`src/rtl/inc_arbiter.sv`:
```
`default_nettype none
//============================================================================
// Module : inc_arbiter
// Turns button presses and holds into one-hot increment grants with
// auto-repeat and round-robin arbitration. Optional macro ADVCNT_ACCEL_EN
// enables accelerated auto-repeat after ACCEL_AFTER repeats.
// Revision: 1.0 - initial release
//============================================================================
module inc_arbiter #(
    parameter int DIGITS       = 3,
    parameter int TMR_W        = 8,
    parameter int REPEAT_DELAY = 8,
    parameter int REPEAT_RATE  = 2,
    parameter int ACCEL_AFTER  = 4
) (
    input  logic              clk,
    input  logic              rst_n,
    input  logic              tick,
    input  logic [DIGITS-1:0] btn_level,
    input  logic              inc_ready,
    output logic [DIGITS-1:0] inc_grant,
    output logic              inc_valid,
    output logic [7:0]        merged_cnt
);

    localparam int                c_PTR_W      = (DIGITS > 1) ? $clog2(DIGITS) : 1;
    localparam logic [TMR_W-1:0]  c_DELAY_LAST = TMR_W'(REPEAT_DELAY - 1);
    localparam logic [TMR_W-1:0]  c_RATE_LAST  = TMR_W'(REPEAT_RATE - 1);
`ifdef ADVCNT_ACCEL_EN
    localparam int                c_FAST_RATE  = (REPEAT_RATE / 2 > 1) ? (REPEAT_RATE / 2) : 1;
    localparam logic [TMR_W-1:0]  c_FAST_LAST  = TMR_W'(c_FAST_RATE - 1);
    localparam int                c_ACC_W      = (ACCEL_AFTER > 0) ? $clog2(ACCEL_AFTER + 1) : 1;
    localparam logic [c_ACC_W-1:0] c_ACC_MAX   = c_ACC_W'(ACCEL_AFTER);
`endif

    typedef enum logic [1:0] {
        S_IDLE      = 2'd0,
        S_HOLD_WAIT = 2'd1,
        S_REPEAT    = 2'd2
    } state_t;

    generate
        if (REPEAT_DELAY < 1 || REPEAT_RATE < 1 || ACCEL_AFTER < 1 ||
            REPEAT_DELAY >= (2 ** TMR_W) || REPEAT_RATE >= (2 ** TMR_W)) begin : g_param_check
            $error("inc_arbiter: repeat parameters out of range");
        end
    endgenerate

    logic [DIGITS-1:0]  r_btn;
    logic [DIGITS-1:0]  r_btn_prev;
    logic [DIGITS-1:0]  r_pending;
    logic [c_PTR_W-1:0] r_rr;

    logic [DIGITS-1:0]  w_rise;
    logic [DIGITS-1:0]  w_set;
    logic [DIGITS-1:0]  w_clr;
    logic [DIGITS-1:0]  w_merge;
    logic [c_PTR_W-1:0] w_sel_idx;
    logic [c_PTR_W-1:0] w_rr_next;
    logic               w_found;
    logic               w_take;
    int                 w_idx;
    logic [15:0]        w_merge_num;
    logic [15:0]        w_merge_sum;
    logic [7:0]         w_merged_next;

    assign w_rise = r_btn & ~r_btn_prev;

    genvar gi;
    generate
        for (gi = 0; gi < DIGITS; gi++) begin : g_digit
            state_t           r_state;
            logic [TMR_W-1:0] r_timer;
            logic [TMR_W-1:0] w_rate_last;
            logic             w_fire_hold;
            logic             w_fire_rep;

            assign w_fire_hold = (r_state == S_HOLD_WAIT) && r_btn[gi] && tick &&
                                 (r_timer == c_DELAY_LAST);
            assign w_fire_rep  = (r_state == S_REPEAT) && r_btn[gi] && tick &&
                                 (r_timer == w_rate_last);
            assign w_set[gi]   = ((r_state == S_IDLE) && w_rise[gi]) || w_fire_hold || w_fire_rep;

`ifdef ADVCNT_ACCEL_EN
            logic [c_ACC_W-1:0] r_rep_cnt;

            // Counts repeats issued from REPEAT only; saturates once the fast rate engages.
            always_ff @(posedge clk or negedge rst_n) begin
                if (!rst_n) begin
                    r_rep_cnt <= '0;
                end else if (!r_btn[gi] || (r_state == S_IDLE)) begin
                    r_rep_cnt <= '0;
                end else if (w_fire_rep && (r_rep_cnt != c_ACC_MAX)) begin
                    r_rep_cnt <= r_rep_cnt + c_ACC_W'(1);
                end
            end

            assign w_rate_last = (r_rep_cnt == c_ACC_MAX) ? c_FAST_LAST : c_RATE_LAST;
`else
            assign w_rate_last = c_RATE_LAST;
`endif

            always_ff @(posedge clk or negedge rst_n) begin
                if (!rst_n) begin
                    r_state <= S_IDLE;
                    r_timer <= '0;
                end else if (!r_btn[gi]) begin
                    r_state <= S_IDLE;
                    r_timer <= '0;
                end else begin
                    case (r_state)
                        S_IDLE: begin
                            if (w_rise[gi]) begin
                                r_state <= S_HOLD_WAIT;
                                r_timer <= '0;
                            end
                        end
                        S_HOLD_WAIT: begin
                            if (tick) begin
                                if (r_timer == c_DELAY_LAST) begin
                                    r_state <= S_REPEAT;
                                    r_timer <= '0;
                                end else begin
                                    r_timer <= r_timer + TMR_W'(1);
                                end
                            end
                        end
                        S_REPEAT: begin
                            if (tick) begin
                                if (r_timer == w_rate_last) begin
                                    r_timer <= '0;
                                end else begin
                                    r_timer <= r_timer + TMR_W'(1);
                                end
                            end
                        end
                        default: begin
                            r_state <= S_IDLE;
                            r_timer <= '0;
                        end
                    endcase
                end
            end
        end
    endgenerate

    // First pending digit at or after the round-robin pointer, wrapping.
    always_comb begin
        w_found   = 1'b0;
        w_sel_idx = '0;
        w_idx     = 0;
        for (int k = 0; k < DIGITS; k++) begin
            w_idx = int'(r_rr) + k;
            if (w_idx >= DIGITS) begin
                w_idx = w_idx - DIGITS;
            end
            if (!w_found && r_pending[c_PTR_W'(w_idx)]) begin
                w_found   = 1'b1;
                w_sel_idx = c_PTR_W'(w_idx);
            end
        end
    end

    always_comb begin
        w_take = w_found && inc_ready;
        w_clr  = '0;
        for (int j = 0; j < DIGITS; j++) begin
            w_clr[j] = w_take && (w_sel_idx == c_PTR_W'(j));
        end
        w_rr_next = (w_sel_idx == c_PTR_W'(DIGITS - 1)) ? '0 : (w_sel_idx + c_PTR_W'(1));
    end

    // A set that coincides with its own grant re-arms pending and is not a merge.
    always_comb begin
        w_merge     = w_set & r_pending & ~w_clr;
        w_merge_num = '0;
        for (int j = 0; j < DIGITS; j++) begin
            w_merge_num = w_merge_num + 16'(w_merge[j]);
        end
        w_merge_sum   = {8'd0, merged_cnt} + w_merge_num;
        w_merged_next = (w_merge_sum > 16'd255) ? 8'hFF : w_merge_sum[7:0];
    end

    always_ff @(posedge clk or negedge rst_n) begin
        if (!rst_n) begin
            r_btn      <= '0;
            r_btn_prev <= '0;
            r_pending  <= '0;
            r_rr       <= '0;
            inc_grant  <= '0;
            inc_valid  <= 1'b0;
            merged_cnt <= '0;
        end else begin
            r_btn      <= btn_level;
            r_btn_prev <= r_btn;
            r_pending  <= (r_pending & ~w_clr) | w_set;
            if (w_take) begin
                r_rr <= w_rr_next;
            end
            inc_grant  <= w_clr;
            inc_valid  <= w_take;
            merged_cnt <= w_merged_next;
        end
    end

endmodule
`default_nettype wire

```
`config.mk`:
```
export PLATFORM = sky130hd
export DESIGN_NAME = inc_arbiter
export DESIGN_NICKNAME = d
export VERILOG_FILES = /design/src/rtl/inc_arbiter.sv
export SDC_FILE = /design/constraint.sdc
export NUM_CORES = 1
export LEC_CHECK = 0
export CORE_ASPECT_RATIO = 0.75
export CORE_MARGIN = 4
export CORE_UTILIZATION = 55
export CTS_CLUSTER_DIAMETER = 120
export DETAILED_ROUTE_END_ITERATION = 10
export PLACE_DENSITY = 0.82
export SLEW_MARGIN = 40
export SYNTH_ARGS = -nofsm -noshare
export SYNTH_HDL_FRONTEND = slang
export SYNTH_SLANG_ARGS = --single-unit
export TNS_END_PERCENT = 20
```
`constraint.sdc`:
```
create_clock -name clk -period 8.1 [get_ports clk]
set_clock_uncertainty 0.1 [all_clocks]
set_input_delay 1.215 -clock clk [delete_from_list [all_inputs] [get_ports clk]]
set_output_delay 1.215 -clock clk [all_outputs]
set_load 0.005 [all_outputs]
```
==> flow_summary.toml <==
[placement]
gp_congestion = 0.904
place_hpwl_mm = 4.76
portBuffers = 18
placed_area_mm2 = 0.00352

[floorplan]
io_pins = 19
start_util_pct = 56.5
core_mm2 = 0.00580
die_area_mm2 = 0.00727
die_h_um = 74.8
row_count = 24
die_w_um = 97.1

[synth]
syn-num-nets = 379
async_flop_share_pct = 100
yosys_warnings = 0
synth-seq-area-share_pct = 40.5
synth_top_cell_area_share_pct = 40.5
synth.distinct_cells = 69
yosys.area.top_type = "dfrtp_1"
syn-instance-count = 348
ys_seq_elements = 53
netlist_area_mm2 = 0.00328
postSynthAreaPerCell_um2 = 9.41
synthTopCellsByArea = "dfrtp_1, ha_1, o21ai_0"
synth_flop_cell = "dfrtp_1"
synth-edff-count = 0

[job]
maxCapViolCount = 0

[critical_path]
r2r_cells = 17
worst-endpoint-required_ns = 8.20
crit_path_start_kind = "primary input"
cp.arrival_ns = 4.43
worstPathMaxFanout = 9
r2r-end = "merged_cnt[6]"
crit_type = "primary input to flip-flop"
cp-end-kind = "flip-flop"
r2r_start = "r_rr[0]"
rrSetupSlack_ns = 4.06

[power]
swShare_pct = 36.8
p_switching_uw = 365
p_int_uw = 625
power_density_mw_per_mm2 = 271
p_leak_nw = 1.62
clkPwrFrac_pct = 21.1
pwr-share-seq_pct = 36.4
share_comb_of_total_power_pct = 42.6
max-vdd-ir-drop_mv = 0.151

[global_routing]
grt-ovfl-total = 0
antenna_found_initial = 0
grt_usage_pct = 19.6
grt_max_degree = 54
grt_pass1_wl_mm = 11.6
grt_pass1_vias = 2515

[finish]
nets = 399
finalCoreUtilization_pct = 63.0
syn2layout_area_growth_pct = 11.5
drive_gt1_share_pct = 9.76
final_area_mm2 = 0.00365
nFillCells = 452
antennaDiodeCount = 0

[hold_path]
hp-start = "r_btn[0]"
hold_depth = 0
hold_end = "r_btn_prev[0]"
hp-class = "flip-flop to flip-flop"

[clocking]
cts.sinks = 53
root_buffer = "clkbuf_8"
clkLatencyLatePin_ns = 0.31
cts.reportedPaths.clkPinSlew_ns = 0.10
ctsHoldBuffers = 0
cts_resized = 0
clockBufferDepth = 2
cts_buffers = 5
cts_tree = "yes"
h-tree-depth = 2
postCtsSetupBuffers = 0

[sta]
whs_ns = 0.424
finalCritPeriodShare_pct = 53.5
fin_setup_tns_ns = 0
rsz0062_at_grt = "no"
setup_viol = 0
relSlewSlack_pct = 49.2
slew_violations = 0
fmax_ghz = 0.231
finalCriticalPeriod_ns = 4.33
worst_pin_slew_ns = 0.762
hold_viol = 0

[route]
ant_nets = 0
vias = 2635
drcViolationCount = 0
wl_per_cell_um = 14.7
dr.pass1.iters = 4
avgViaCountPerCell = 5.89
wirelength_mm = 6.57
drt_iter0_markers = 244

[status]
status = "completed"
-- worst max-delay path, cell delays in order --
cell             delay (ns)
clkdlybuf4s50_1        0.76
nand3_1                0.11
o21ai_0                0.11
nand2_1                0.09
or3_1                  0.38
fa_1                   0.44
inv_1                  0.07
ha_1                   0.17
inv_1                  0.06
fa_1                   0.48
nor2_1                 0.23
nand3_1                0.12
nor3_1                 0.14
a21oi_1                0.06
-- layer usage --
metal / global-route usage [%] / part of all wire, % / vias up
li1: - / - / 1283
met1: 27.3 / 48 / 1258
met2: 30.8 / 45 / 81
met3: 5.00 / 4.9 / 13
met4: 5.61 / 1.5 / 0
met5: 0 / 0 / -
-- final cells by class --
class                           count  area (um^2)  area share [%]
Sequential cell                    53         1330            36.3
Inverter                           26         97.6            2.67
Tap cell                           78         97.6            2.67
Timing Repair Buffer               19          183            5.00
Multi-Input combinational cell    263         1810            49.7
Clock buffer                        5         68.8            1.88
Clock inverter                      3         65.1            1.78
-- power groups by stage --
stage | Combinational, mW | Sequential (mW) | Clock (mW)
2_1_floorplan | 0.291 | 0.357 | 0
3_3_place_gp | 0.401 | 0.363 | 0
3_5_place_dp | 0.417 | 0.365 | 0
4_1_cts | 0.421 | 0.360 | 0.214
5_1_grt | 0.469 | 0.369 | 0.228
6_report | 0.421 | 0.360 | 0.209
-- placed cells by master, fill, tap and decap left out, types with 3 or more instances in the layout --
cell,synthesis,routed
nand2b_1,4,4
a21oi_1,11,11
clkdlybuf4s50_1,0,17
a22o_1,3,3
ha_1,22,22
mux2i_1,4,4
nand3_1,22,22
nand2_1,41,41
nor3_2,4,4
dfrtp_1,53,53
o31ai_1,8,8
nand4_1,6,6
clkbuf_8,0,5
nor2_1,19,19
o21a_1,4,4
o21ai_0,31,31
nor3_1,6,6
nor2b_1,7,7
a21o_1,4,4
and3_1,11,11
inv_1,25,25
-- how the worst max path moves through the flow --
stage	slack (ns)	endpoint	cells past startpoint	start
6_report	3.77	merged_cnt[6]	14	tick
5_1_grt	3.57	merged_cnt[6]	14	tick
4_1_cts	3.80	merged_cnt[6]	14	tick
3_5_place_dp	3.44	merged_cnt[6]	14	tick
3_3_place_gp	3.60	merged_cnt[6]	14	tick
2_1_floorplan	4.37	merged_cnt[6]	14	tick
-- cells in the mapped netlist, types with 2 or more instances --
| library cell | n |
|---|---|
| dfrtp_1 | 53 |
| a31oi_1 | 2 |
| o21bai_1 | 2 |
| buf_2 | 3 |
| nor2b_1 | 7 |
| nor2_1 | 19 |
| o21ai_2 | 2 |
| o21a_1 | 4 |
| a21o_1 | 4 |
| a21oi_1 | 11 |
| or2_4 | 2 |
| nor3_2 | 4 |
| nand2_1 | 41 |
| nor3_1 | 6 |
| and3_1 | 11 |
| fa_1 | 2 |
| nand4b_1 | 2 |
| and2b_1 | 2 |
| ha_1 | 22 |
| mux2i_1 | 4 |
| nand3_1 | 22 |
| o21ai_0 | 31 |
| or4b_1 | 2 |
| o21ai_1 | 2 |
| nand2b_1 | 4 |
| or3_1 | 2 |
| a22o_1 | 3 |
| inv_1 | 25 |
| nand4_1 | 6 |
| o31ai_1 | 8 |
| and2_1 | 2 |
-- kinds of logic after synthesis --
| kind of cell | synth area share, % |
|---|---|
| AND/OR/NAND/NOR | 23.1 |
| AO/OA/AOI/OAI | 20.6 |
| flip-flops | 40.5 |
| buffers and inverters | 4.12 |
| adder cells (fa/ha/maj) | 9.63 |
| multiplexers | 1.57 |
| XOR/XNOR | 0.535 |
-- sequential cells by signal, indices dropped and copies added, names as in the netlist, 2 cells and up --
| register | cells |
|---|---|
| g_digit.r_state | 6 |
| g_digit.r_timer | 24 |
| inc_grant | 3 |
| merged_cnt | 8 |
| r_btn | 3 |
| r_btn_prev | 3 |
| r_pending | 3 |
| r_rr | 2 |
-- metrics by stage --
step | setup WS (ns) | std cells | power, mW
floorplan | 4.37 | 348 | 0.648
global placement | 3.60 | 439 | 0.764
detailed placement | 3.44 | 439 | 0.782
CTS | 3.80 | 447 | 0.995
global route | 3.57 | 447 | 1.07
finish | 3.77 | 447 | 0.990
No activity file was read; power rests on OpenSTA's default activity.
==> variant 1: new RTL, same settings <==
Put one more register stage on the output `merged_cnt`, with the module's reset. The value now appears one clock later. The other outputs are not delayed to match.
--- a/src/rtl/inc_arbiter.sv
+++ b/src/rtl/inc_arbiter.sv
@@ -39,6 +39,8 @@
         S_REPEAT    = 2'd2
     } state_t;
 
+    logic [7:0] merged_cnt_s0;
+
     generate
         if (REPEAT_DELAY < 1 || REPEAT_RATE < 1 || ACCEL_AFTER < 1 ||
             REPEAT_DELAY >= (2 ** TMR_W) || REPEAT_RATE >= (2 ** TMR_W)) begin : g_param_check
@@ -177,7 +179,7 @@
         for (int j = 0; j < DIGITS; j++) begin
             w_merge_num = w_merge_num + 16'(w_merge[j]);
         end
-        w_merge_sum   = {8'd0, merged_cnt} + w_merge_num;
+        w_merge_sum   = {8'd0, merged_cnt_s0} + w_merge_num;
         w_merged_next = (w_merge_sum > 16'd255) ? 8'hFF : w_merge_sum[7:0];
     end
 
@@ -189,7 +191,7 @@
             r_rr       <= '0;
             inc_grant  <= '0;
             inc_valid  <= 1'b0;
-            merged_cnt <= '0;
+            merged_cnt_s0 <= '0;
         end else begin
             r_btn      <= btn_level;
             r_btn_prev <= r_btn;
@@ -199,7 +201,15 @@
             end
             inc_grant  <= w_clr;
             inc_valid  <= w_take;
-            merged_cnt <= w_merged_next;
+            merged_cnt_s0 <= w_merged_next;
+        end
+    end
+
+    always_ff @(posedge clk or negedge rst_n) begin
+        if (!rst_n) begin
+            merged_cnt <= '0;
+        end else begin
+            merged_cnt <= merged_cnt_s0;
         end
     end
 
Behaviour: not the same (Yosys sat finds a counterexample within 10 cycles, from zero or initial values and one cycle with rst_n low).
==> variant 1 against the original RTL <==
Synthesized cell count is 2.3% higher; final cell count grew 3.8%; sequential cell count is 8 higher; utilization rose by 2.4 points; fmax up 5.7%; worst setup slack improved by 0.23 ns; synthesized area is 3.1% higher; routed wire length is 0.64% higher; count of clock-buffer cells in the layout up 5; final area up 5.3%; total power is 7.6% higher; die area up 2.8%; largest cell class unchanged.
==> variant 1: results (changes against the original RTL) <==
htree_levels: 3  # was 2
dr.pass1.iters: 5  # was 4
first_global_vias: 2550  # was 2515
cp.arrival_ns: 4.28  # was 4.43 ns
cts_buffers: 9  # was 5
wirelength_um: 6620  # was 6570 um
hpwl_um: 4720  # was 4760 um
wl_per_cell_um: 14.3  # was 14.7 um
synthesis.nets: 387  # was 379
yosysWarnings: 0  # unchanged
crit_path_max_fanout: 6  # was 9
worst_pin_slew_ns: 0.746  # was 0.762 ns
nets: 413  # was 399
gp_congestion: 0.819  # was 0.904
synth_xor_xnor_area_share_pct: 1.04  # was 0.535%
reg2regPathDepth: 16  # was 17
grt_max_degree: 62  # was 54
grt.total_usage_pct: 19.7  # was 19.6%
synthTopCellsByArea: "dfrtp_1 45%, ha_1 8.2%, nand2_1 4.4%, o21ai_0 3.9%, nor2_1 3.0%"  # was dfrtp_1 40%, ha_1 8.4%, o21ai_0 4.7%, nand2_1 4.7%, nand3_1 3.4%
dr.first_iter.drc_count: 177  # was 244
clkLatencyLatePin_ns: 0.35  # was 0.31 ns
synthMuxAreaShare_pct: 0.926  # was 1.57%
critPathMaxStageDelay_ns: 0.57  # was 0.76 ns
status: "finished clean"  # unchanged
ir_drop_uv: 152  # was 151 uV
synth-compound-area-share_pct: 18.4  # was 20.6%
yosys.area_share.adder_pct: 9.34  # was 9.63%
placed_cells: 449  # was 439
synth_area_per_cell_sq_um: 9.49  # was 9.41 sq um
port_buffers: 18  # unchanged
vias: 2738  # was 2635
path_clk_slew_ns: 0.07  # was 0.10 ns
synth_cell_types: 59  # was 69
synth_seq_area_share_pct: 45.2  # was 40.5%
variant 1: cell types whose count changed in the layout (fill, tap and decap cells not counted), sizes merged, moves of 3 or more:
cell,delta
nor2,+8
nand2b,+3
o21ai,-4
clkinvlp,+3
clkbuf,+5
dfrtp,+8
variant 1: area by class of cell:
| cell class | instances | area, sq um |
|---|---|---|
| clock buffer | 10 | 138 |
| clock inverter | 5 | 61.3 |
| fill | 480 | 2040 |
| inverter | 27 | 101 |
| multi-input combinational | 264 | 1740 |
| sequential | 61 | 1530 |
| tap | 78 | 97.6 |
| timing repair buffer | 19 | 186 |
variant 1: stage by stage:
stage | worst slack [ns] | instance area, sq um | util [%] | hold slack [ns] | power, W
after global routing | 3.79 | 3850 | 65.4 | 0.309 | 0.00114
final | 4.00 | 3850 | 65.4 | 0.287 | 0.00107
after detailed placement | 3.66 | 3640 | 61.9 | 0.280 | 0.000797
after floorplan | 4.56 | 3380 | - | 0.252 | 0.000668
after global placement | 3.79 | 3640 | 61.9 | 0.270 | 0.000778
after CTS | 4.00 | 3840 | 65.2 | 0.297 | 0.00107
variant 1: power by group:
group	switching, W	internal [W]
Sequential	0.0000469	0.000364
Combinational	0.000212	0.000173
Clock	0.000121	0.000149
variant 1: path summary, 6_finish.rpt:
path | to | slack, ns | startpoint
setup / recovery | merged_cnt_s0[0] | 4.00 | tick
hold / removal | merged_cnt[0] | 0.29 | merged_cnt_s0[0]
setup reg to reg | merged_cnt_s0[0] | 4.11 | r_rr[0]
hold reg to reg | merged_cnt[0] | 0.29 | merged_cnt_s0[0]
max in group asynchronous | inc_grant[1] | 6.70 | rst_n
min in group asynchronous | merged_cnt[5] | 0.82 | rst_n
variant 1: logic make-up after synthesis:
| logic type | Yosys count |
|---|---|
| DFF | 61 |
| adders and majority gates | 24 |
| AOI/OAI and AO/OA | 89 |
| xor gates and xnor gates | 4 |
| and+or+nand+nor | 144 |
| buffers and inverters | 31 |
| muxes | 3 |
variant 1: layer usage:
| layer | share of wire (%) | global-route usage (%) | vias to the layer above |
|---|---|---|---|
| met5 | 0 | 0 | - |
| met4 | 1.9 | 6.82 | 0 |
| met3 | 6.9 | 6.86 | 20 |
| li1 | - | - | 1321 |
| met2 | 45 | 31.9 | 88 |
| met1 | 46 | 25.2 | 1309 |
==> variant 2: new RTL, config.mk and constraints unchanged <==
Made on the original files. Set the parameter `DIGITS` to 6 (it was 3).
--- a/src/rtl/inc_arbiter.sv
+++ b/src/rtl/inc_arbiter.sv
@@ -7,7 +7,7 @@
 // Revision: 1.0 - initial release
 //============================================================================
 module inc_arbiter #(
-    parameter int DIGITS       = 3,
+    parameter int DIGITS       = 6,
     parameter int TMR_W        = 8,
     parameter int REPEAT_DELAY = 8,
     parameter int REPEAT_RATE  = 2,
Interface: changed (resized btn_level and inc_grant); port bits go from 19 to 25. The function was not compared with the original's and may differ.
==> variant 2 against the original RTL <==
Critical path type is now flip-flop to flip-flop; clock power up 110%; final area up 90%; worst setup slack worse by 2.3 ns; total power rose to 2.7 times the old value; synthesized area up 93%; global-route usage up 2.0 points; via count up 100%; routed wire length up 110%; sequential cell count up 43.
==> variant 2: results (changes against the original RTL) <==
wirelength_um: 14000  # was 6570 um
r2r_end: "merged_cnt[4]"  # was merged_cnt[6]
dr.first_iter.drc_count: 547  # was 244
cts-resized-gates: 0  # unchanged
synthesis.nets: 784  # was 379
hp-start: "r_btn[2]"  # was r_btn[0]
largestRegisters: "g_digit.r_timer (48), g_digit.r_state (12), merged_cnt (8)"  # was g_digit.r_timer (24), merged_cnt (8), g_digit.r_state (6)
leakage_nw: 3.13  # was 1.62 nW
antennaDiodeCount: 0  # unchanged
synthTopCellsByArea: "dfrtp_1 38%, ha_1 9.5%, o21ai_0 6.2%, nand2_1 4.9%, nor2_1 3.5%"  # was dfrtp_1 40%, ha_1 8.4%, o21ai_0 4.7%, nand2_1 4.7%, nand3_1 3.4%
ys_top_cells_by_count: "96 x dfrtp_1, 82 x nand2_1, 78 x o21ai_0"  # was 53 x dfrtp_1, 41 x nand2_1, 31 x o21ai_0
yosysWarnings: 0  # unchanged
final_layout_size_suffix_gt1_share_pct: 6.19  # was 9.76%
cts_root_buf: "clkbuf_16"  # was clkbuf_8
path_clk_slew_ns: 0.07  # was 0.10 ns
antenna_found_initial: 0  # unchanged
min_to: "r_btn_prev[2]"  # was r_btn_prev[0]
ir_drop_uv: 194  # was 151 uV
sw_frac_of_total_pct: 44.8  # was 36.8%
place_ws_ns: 1.59  # was 3.44 ns
cts_buffers: 9  # was 5
reg2regPathDepth: 20  # was 17
dr.pass1.iters: 5  # was 4
grt.total_usage_pct: 21.6  # was 19.6%
gp_congestion: 0.993  # was 0.904
grt_max_degree: 72  # was 54
first_global_vias: 5050  # was 2515
grt.met3_usage_pct: 4.49  # was 5.00%
port_buffers: 24  # was 18
crit_path_max_fanout: 22  # was 9
hpwl_um: 10200  # was 4760 um
grtUsageMet1_pct: 29.4  # was 27.3%
grt_pass1_wl_um: 23800  # was 11600 um
n_fill_cell: 892  # was 452
met2_usage_pct: 35.8  # was 30.8%
status: "finished clean"  # unchanged
vias: 5331  # was 2635
holdPathStages: 0  # unchanged
clkLatencyLatePin_ns: 0.34  # was 0.31 ns
cts_setup_buffers: 0  # unchanged
synth_cell_types: 66  # was 69
reg2reg_slack_ns: 1.43  # was 4.06 ns
htree_levels: 3  # was 2
synthFlopType: "dfrtp_1"  # unchanged
slew_headroom_pct: 48.4  # was 49.2%
cp.arrival_ns: 6.78  # was 4.43 ns
nets: 800  # was 399
synth_seq_area_share_pct: 38.1  # was 40.5%
-- variant 2: layout make-up --
type                            count  share of cell area, %
Multi-Input combinational cell    562                   52.4
Sequential cell                    96                   34.6
Timing Repair Buffer               25                   3.58
Clock buffer                       10                   3.29
Tap cell                          140                   2.52
Inverter                           44                   2.38
Clock inverter                      6                   1.21
-- variant 2: metal layers --
metal  wire, um  up-vias
met2       6640      194
met4        120        0
met5          0        -
met1       6410     2544
li1           -     2580
met3        866       13
-- variant 2: cell families after synthesis --
group / Yosys count / share of synthesized area [%]
simple gates: 298 / 24.1
xor+xnor: 19 / 2.64
fa+ha+maj: 52 / 10.8
compound gates: 179 / 17.7
buf+inv: 64 / 4.15
mux: 14 / 2.60
flops: 96 / 38.1
-- variant 2: critical path, stage by stage (launching register included) --
cell      delay (ns)
dfrtp_1         0.84
inv_1           0.25
ha_1            0.70
o21ba_2         0.20
a22oi_1         0.11
nor4_1          0.55
nor3_1          0.12
o311ai_0        0.49
o22ai_1         0.25
and3_4          0.26
nor3_2          0.19
fa_1            0.47
fa_1            0.52
fa_1            0.46
inv_1           0.08
fa_1            0.20
inv_1           0.06
a21oi_1         0.29
nor2_1          0.11
nand3_1         0.19
nand2_1         0.09
-- variant 2: worst max-delay path by stage --
stage,startpoint,to,slack (ns),depth (start not counted)
6_report,r_rr[0],merged_cnt[4],1.43,20
5_1_grt,r_rr[0],merged_cnt[4],1.00,20
4_1_cts,r_rr[0],merged_cnt[4],1.58,20
3_5_place_dp,r_rr[0],merged_cnt[4],1.59,20
3_3_place_gp,r_rr[0],merged_cnt[5],1.92,21
2_1_floorplan,r_rr[0],merged_cnt[0],2.50,23
-- variant 2: metrics by stage --
stage | hold WS, ns | cell area, sq um | instances
2_1_floorplan | 0.304 | 6310 | 722
3_3_place_gp | 0.352 | 6630 | 867
4_1_cts | 0.384 | 6950 | 883
3_5_place_dp | 0.354 | 6640 | 867
5_1_grt | 0.406 | 6950 | 883
6_report | 0.378 | 6950 | 883
-- variant 2: power groups by stage --
stage                     clock network, W  logic [W]  registers [W]
after detailed placement                 0    0.00147       0.000688
after CTS                         0.000460    0.00149       0.000681
after global placement                   0    0.00139       0.000680
after global routing              0.000482    0.00167       0.000697
final                             0.000449    0.00152       0.000685
after floorplan                          0    0.00116       0.000642
